===== src/rtl/cmpe200_pkg.sv =====
// Shared types and constants for the jump address stage.
package cmpe200_pkg;

    localparam int INDEX_W = 26;
    localparam int ADDR_W  = 32;

    // Occupancy of the two-entry skid buffer.
    typedef enum logic [1:0] {
        ST_EMPTY = 2'd0,
        ST_ONE   = 2'd1,
        ST_FULL  = 2'd2
    } state_t;

    // One held jump transaction, with its target already formed.
    typedef struct packed {
        logic [ADDR_W-1:0] jump_addr;
        logic [ADDR_W-1:0] link_addr;
        logic              is_jal;
    } entry_t;

endpackage


===== src/rtl/jump_addr_stage.sv =====
// Jump address stage: forms J/JAL targets and holds them in a two-entry
// in-order skid buffer.
//
//   state    | meaning
//   ---------+---------------------------------------------------------
//   ST_EMPTY | no entry held; out_valid low
//   ST_ONE   | head entry valid; a new entry may be accepted
//   ST_FULL  | head and second entry valid; in_ready low
module jump_addr_stage
    import cmpe200_pkg::*;
#(
    parameter int CNT_W = 16
) (
    input  logic               clk,
    input  logic               rst,
    input  logic               in_valid,
    output logic               in_ready,
    input  logic [INDEX_W-1:0] instr_index,
    input  logic [ADDR_W-1:0]  pc_plus4,
    input  logic               is_jal,
    input  logic               flush,
    output logic               out_valid,
    input  logic               out_ready,
    output logic [ADDR_W-1:0]  jump_addr,
    output logic [ADDR_W-1:0]  link_addr,
    output logic               link_we,
    output logic [CNT_W-1:0]   jump_cnt
);

    state_t state, state_next;
    entry_t head, tail, new_entry;
    logic   accept, deliver;
    logic   load_head, load_tail, shift_tail, cnt_inc;

    assign accept  = in_valid & in_ready;
    assign deliver = out_valid & out_ready;

    // Target is the upper PC nibble concatenated with the word-aligned index;
    // the link value is PC+4 as given (no delay slot).
    assign new_entry.jump_addr = {pc_plus4[ADDR_W-1:ADDR_W-4], instr_index, 2'b00};
    assign new_entry.link_addr = pc_plus4;
    assign new_entry.is_jal    = is_jal;

    // Next-state and entry-register load decisions; flush overrides everything.
    always_comb begin
        state_next = state;
        load_head  = 1'b0;
        load_tail  = 1'b0;
        shift_tail = 1'b0;
        cnt_inc    = 1'b0;
        if (flush) begin
            state_next = ST_EMPTY;
        end else begin
            cnt_inc = deliver;
            case (state)
                ST_EMPTY: begin
                    if (accept) begin
                        state_next = ST_ONE;
                        load_head  = 1'b1;
                    end
                end
                ST_ONE: begin
                    if (accept && deliver) begin
                        load_head = 1'b1;
                    end else if (accept) begin
                        state_next = ST_FULL;
                        load_tail  = 1'b1;
                    end else if (deliver) begin
                        state_next = ST_EMPTY;
                    end
                end
                ST_FULL: begin
                    if (deliver) begin
                        state_next = ST_ONE;
                        shift_tail = 1'b1;
                    end
                end
                default: state_next = ST_EMPTY;
            endcase
        end
    end

    // State register; in_ready is registered so it never depends on out_ready.
    always_ff @(posedge clk or posedge rst) begin
        if (rst) begin
            state    <= ST_EMPTY;
            in_ready <= 1'b1;
        end else begin
            state    <= state_next;
            in_ready <= (state_next != ST_FULL);
        end
    end

    // Entry registers: head feeds the outputs, tail holds the second entry.
    always_ff @(posedge clk or posedge rst) begin
        if (rst) begin
            head <= '0;
            tail <= '0;
        end else begin
            if (load_head) begin
                head <= new_entry;
            end else if (shift_tail) begin
                head <= tail;
            end
            if (load_tail) begin
                tail <= new_entry;
            end
        end
    end

    // Delivered-transaction counter, saturating at all-ones.
    always_ff @(posedge clk or posedge rst) begin
        if (rst) begin
            jump_cnt <= '0;
        end else if (cnt_inc && (jump_cnt != {CNT_W{1'b1}})) begin
            jump_cnt <= jump_cnt + 1'b1;
        end
    end

    assign out_valid = (state != ST_EMPTY);
    assign jump_addr = head.jump_addr;
    assign link_addr = head.link_addr;
    assign link_we   = out_valid & head.is_jal;

endmodule


===== config.mk =====
export PLATFORM = sky130hd
export DESIGN_NAME = jump_addr_stage
export DESIGN_NICKNAME = d
export VERILOG_FILES = /design/src/rtl/cmpe200_pkg.sv /design/src/rtl/jump_addr_stage.sv
export SDC_FILE = /design/constraint.sdc
export NUM_CORES = 1
export LEC_CHECK = 0
export CORE_MARGIN = 2
export CORE_UTILIZATION = 50
export DETAILED_ROUTE_END_ITERATION = 12
export HOLD_SLACK_MARGIN = 0.08
export PLACE_DENSITY = 0.8
export SETUP_SLACK_MARGIN = 0.02
export SLEW_MARGIN = 30
export SYNTH_ARGS = -nofsm -noshare
export SYNTH_HDL_FRONTEND = slang
export SYNTH_SLANG_ARGS = --single-unit

===== constraint.sdc =====
create_clock -name clk -period 5.05 [get_ports clk]
set_clock_uncertainty 0.2 [all_clocks]
set_input_delay 0.505 -clock clk [delete_from_list [all_inputs] [get_ports clk]]
set_output_delay 0.505 -clock clk [all_outputs]
set_load 0.01 [all_outputs]

* Word-level counts from Yosys, hierarchy flattened
Cells that the tools add are included.
Operators by class: mux-type cells 20, div/mod/pow operators 0, bitwise gates (word level) 3, multipliers 0, equal/unequal tests 4, reduce and logical (&&, ||, !) cells 5, add/subtract/negate cells 1, shifts and indexed selects 0, magnitude comparators 0
Operators by type and width (count):
- $mux W65 | 2
- $add A16 B1 Y16 const B | 1
- $ne A16 B16 Y1 const B | 1
- $mux W2 | 6
- $mux W1 | 10
- $pmux W2 S3 | 1
- $reduce_bool A2 Y1 | 2
- $and A1 B1 Y1 | 3
- $eq A2 B1 Y1 const B | 1
- $eq A2 B2 Y1 const B | 1
- $logic_and A1 B1 Y1 | 2
- $logic_not A2 Y1 | 1
- $ne A2 B2 Y1 const B | 1
- $pmux W1 S2 | 1
Word-level totals: ROM bits 0, logic and storage cells 42, register bits after elaboration 147, input port bits 64, memory bits (writable) 0, bits in latches 0, output and inout port bits 83, memories 0

* Longest topological paths before layout
depth in word-level cells 8, mapped depth 7

* Least setup slack after synthesis
Ideal clock, no wire load.
kind reg-to-reg, from register in_ready, to register tail[36] in the netlist's numbering, required time 4.722 ns, path slack 3.098 ns, cell stages (with the launch flop) 7, setup time 0.128 ns, period minus slack after synthesis 1.952 ns, arrival time 1.624 ns, path through dfstp_2 > nand2_1 > nor3b_2 > nand2_1 > buf_2 > buf_2 > mux2_1
Between the ends: word-level cells in the longest chain between the ends 5, elaborated cells between the ends (all ways) 6, those cells by class mux (4); bitwise (1); reduce/logical (1)
RTL lines:
- start: declaration | RTL line jump_addr_stage.sv:17 | output logic in_ready,
- start signal: assignment | RTL line jump_addr_stage.sv:90 | in_ready <= (state_next != ST_FULL);
- $and A1 B1 Y1 * | RTL line jump_addr_stage.sv:35 | assign accept = in_valid & in_ready;
- $mux W1 or $logic_and A1 B1 Y1 (tied branches) | RTL line jump_addr_stage.sv:65, jump_addr_stage.sv:63
- $mux W1 * | RTL line jump_addr_stage.sv:63 | if (accept && deliver) begin
- $mux W1 * | RTL line jump_addr_stage.sv:55 | case (state)
- $mux W1 * | RTL line jump_addr_stage.sv:51 | if (flush) begin
- end signal: assignment | RTL line jump_addr_stage.sv:106 | tail <= new_entry;
- end: declaration | RTL line jump_addr_stage.sv:31 | entry_t head, tail, new_entry;
Mark *: on every way between the ends. The rest lies on a longest branch, timed or not. A chain may end at the register's enable or synchronous reset.

* Worst setup path in the final report
from register state[1], to output port link_we
Between the ends: word-level cells in the longest chain between the ends 2
RTL lines:
- start: declaration | RTL line jump_addr_stage.sv:30 | state_t state, state_next;
- start signal: assignment | RTL line jump_addr_stage.sv:89 | state <= state_next;
- $reduce_bool A2 Y1 | RTL line jump_addr_stage.sv:120 | assign out_valid = (state != ST_EMPTY);
- $and A1 B1 Y1 | RTL line jump_addr_stage.sv:123 | assign link_we = out_valid & head.is_jal;
- end: declaration | RTL line jump_addr_stage.sv:26 | output logic link_we,
No other way between the ends.

==> results.py <==
metrics = {
    "timing": {
        "clock.fmax_mhz": 368,
        "maxSlewViolCount": 0,
        "hold_viol_final": 0,
        "setup_viol": 0,
        "worstMarginPinSlew_ns": 0.820,
        "setup_tns_ns": 0,
        "rsz0062_at_grt": "no",
        "finalWorstPathRequiredPeriod_ns": 2.72,
        "slew_headroom_pct": 45.1,
        "finalCritPeriodShare_pct": 53.9,
    },
    "worst_hold_path": {
        "hp-class": "flip-flop to flip-flop",
    },
    "synthesis": {
        "ys_top_cells_by_count": "136 x dfrtp_1, 68 x buf_4, 66 x nand2_1, 59 x mux2i_1, 55 x mux2_2",
        "syn_inst": 536,
        "synth_edf_count": 0,
        "ys_seq_area_share_pct": 53.7,
        "ys_seq_elements": 137,
        "avgSynthCellArea_um2": 11.9,
        "post-synth-top-area-cell": "dfrtp_1",
        "synth_top_area_share_pct": 53.3,
        "synth_cell_types": 37,
        "yosysWarnings": 0,
        "synthArstFlopShare_pct": 100,
        "synthFlopType": "dfrtp_1",
        "syn_area_um2": 6380,
        "yosys-top-cells-area": "dfrtp_1 53%, mux2_2 9.7%, mux2i_1 9.2%",
        "synth_most_common_cell": "dfrtp_1",
    },
    "cts": {
        "cts_buffers": 17,
        "clock_path_buffers": 2,
        "clk_pin_slew_ns": 0.05,
        "root_buffer": "clkbuf_16",
        "cts_post_setup_buffers_inserted": 0,
        "cts_tree": "yes",
        "clock-sinks": 137,
        "cts_hold_buf": 0,
        "htree_levels": 4,
        "cts.repair.resized": 0,
        "clock_latency_ns": 0.41,
    },
    "floorplanning": {
        "core.rowCount": 41,
        "core-area_um2": 12600,
        "die_h_um": 117,
        "initial_core_util_pct": 50.8,
        "ios": 147,
        "die-area_um2": 13700,
        "die_width_um": 117,
    },
    "worst_setup_path": {
        "cp_num_buf_inv": 1,
        "end_kind": "primary output",
        "slowest_stage": "clkdlybuf4s50_1",
        "crit_type": "flip-flop to primary output",
        "crit_chain": "or2_0 -> and2_1 -> clkdlybuf4s50_1",
        "critPathRequiredTime_ns": 4.35,
        "critPathMaxFanout": 5,
        "critical_path_arrival_ns": 2.01,
        "slowest_delay_ns": 0.55,
        "cp-start-kind": "flip-flop",
        "crit_family": "simple AND/OR/NAND/NOR gates",
    },
    "drt": {
        "route.detailed.drc": 0,
        "drt-wirelength-per-cell_um": 16.0,
        "viasPerCell": 5.16,
        "drt-pass1-iter-count": 4,
        "wl_um": 12800,
        "final_antenna_net_count": 0,
        "dr_total_vias": 4116,
        "dr.first_iter.drc_count": 234,
    },
    "layout": {
        "n_antenna_cell": 0,
        "nets": 679,
        "regArea_um2": 3430,
        "syn2layout_area_growth_pct": 25.4,
        "fillers": 956,
        "drive_above_1_share_pct": 16.0,
        "multi_input_area_um2": 2300,
    },
    "run_status": {
        "status": "completed",
    },
    "power_and_ir_drop": {
        "power.density_nw_per_um2": 414,
        "irDropWorstVdd_mv": 0.178,
        "power_mw": 3.31,
        "p_leak_nw": 3.35,
    },
    "global_route": {
        "antenna_found_initial": 0,
        "grt_start_max_net_pins": 104,
        "grt_pass1_vias": 4135,
        "overflow": 0,
        "grt.total_usage_pct": 19.3,
        "grt_pass1_wl_um": 20400,
    },
    "flow_run": {
        "drv_cap": 0,
    },
    "place": {
        "place_hpwl_um": 8460,
        "gp_congestion": 0.780,
        "numPortBuffers": 144,
    },
}
==> cell families (layout without fill, tap and decap cells) <==
| family | count (synthesis) | count (layout) | synth area share, % |
|---|---|---|---|
| AO/OA/AOI/OAI | 65 | 65 | 5.27 |
| buffers and inverters | 96 | 185 | 10.4 |
| multiplexers | 120 | 120 | 20.0 |
| XOR/XNOR | 14 | 14 | 1.92 |
| other | 1 | 2 | 0.0587 |
| adder cells (fa/ha/maj) | 1 | 1 | 0.196 |
| flip-flops | 137 | 137 | 53.7 |
| AND/OR/NAND/NOR | 102 | 102 | 8.41 |
==> per-stage QoR <==
stage	hold WS [ns]	area (µm²)	util [%]	worst slack, ns	instances
2_1_floorplan	0.264	6390	-	0.679	537
3_3_place_gp	0.275	7440	59.2	1.94	766
3_5_place_dp	0.287	7460	59.3	1.93	767
4_1_cts	0.302	8000	63.7	2.27	798
5_1_grt	0.313	8010	63.7	2.20	798
6_report	0.297	8010	63.7	2.33	798
==> final timing paths <==
check,from,endpoint,slack [ns],cells after the start
max,state[1]$_DFF_PP0_,link_we,2.33,3
min,tail[36]$_DFFE_PP0P_,tail[36]$_DFFE_PP0P_,0.30,1
max reg2reg,in_ready$_DFF_PP1_,tail[37]$_DFFE_PP0P_,2.48,5
min reg2reg,tail[36]$_DFFE_PP0P_,tail[36]$_DFFE_PP0P_,0.30,1
max in group asynchronous,rst,tail[55]$_DFFE_PP0P_,3.26,3
min in group asynchronous,rst,link_addr[12]$_DFFE_PP0P_,0.43,2
==> layout by cell type, fill, tap and decap left out, types with 5 or more instances in the layout <==
cell             count
clkbuf_1             5
clkbuf_16           17
clkdlybuf4s50_1    144
clkinv_2             5
dfrtp_1            136
mux2_1               6
mux2_2              55
mux2i_1             59
nand2_1             65
nor3_1               6
nor4_1               6
o21ai_0             18
o21ai_1             44
xor2_1              12
==> area by class of cell <==
| class | count | area share, % |
|---|---|---|
| Tap cell | 172 | 2.69 |
| Inverter | 5 | 0.328 |
| Clock buffer | 22 | 5.55 |
| Clock inverter | 9 | 1.27 |
| Multi-Input combinational cell | 304 | 28.7 |
| Timing Repair Buffer | 149 | 18.6 |
| Sequential cell | 137 | 42.8 |
==> layer usage <==
layer	track usage, %	wire length, µm	vias to the layer above
li1	-	-	1925
met1	25.8	5780	2024
met2	30.3	6080	153
met3	6.02	792	14
met4	6.12	104	0
met5	0	0	-
==> state kept, by name, indices dropped and copies added, names as in the netlist <==
signal	cells
tail	59
head	1
state	2
jump_addr	27
in_ready	1
link_addr	31
jump_cnt	16
==> report_power, final <==
part / switching [mW] / leakage, nW / internal (mW) / total [mW]
registers: 0.156 / 1.70 / 1.35 / 1.50
logic: 0.257 / 1.39 / 0.402 / 0.659
clock network: 0.433 / 0.267 / 0.720 / 1.15
total: 0.846 / 3.35 / 2.47 / 3.31
(Power assumes the default switching activity.)
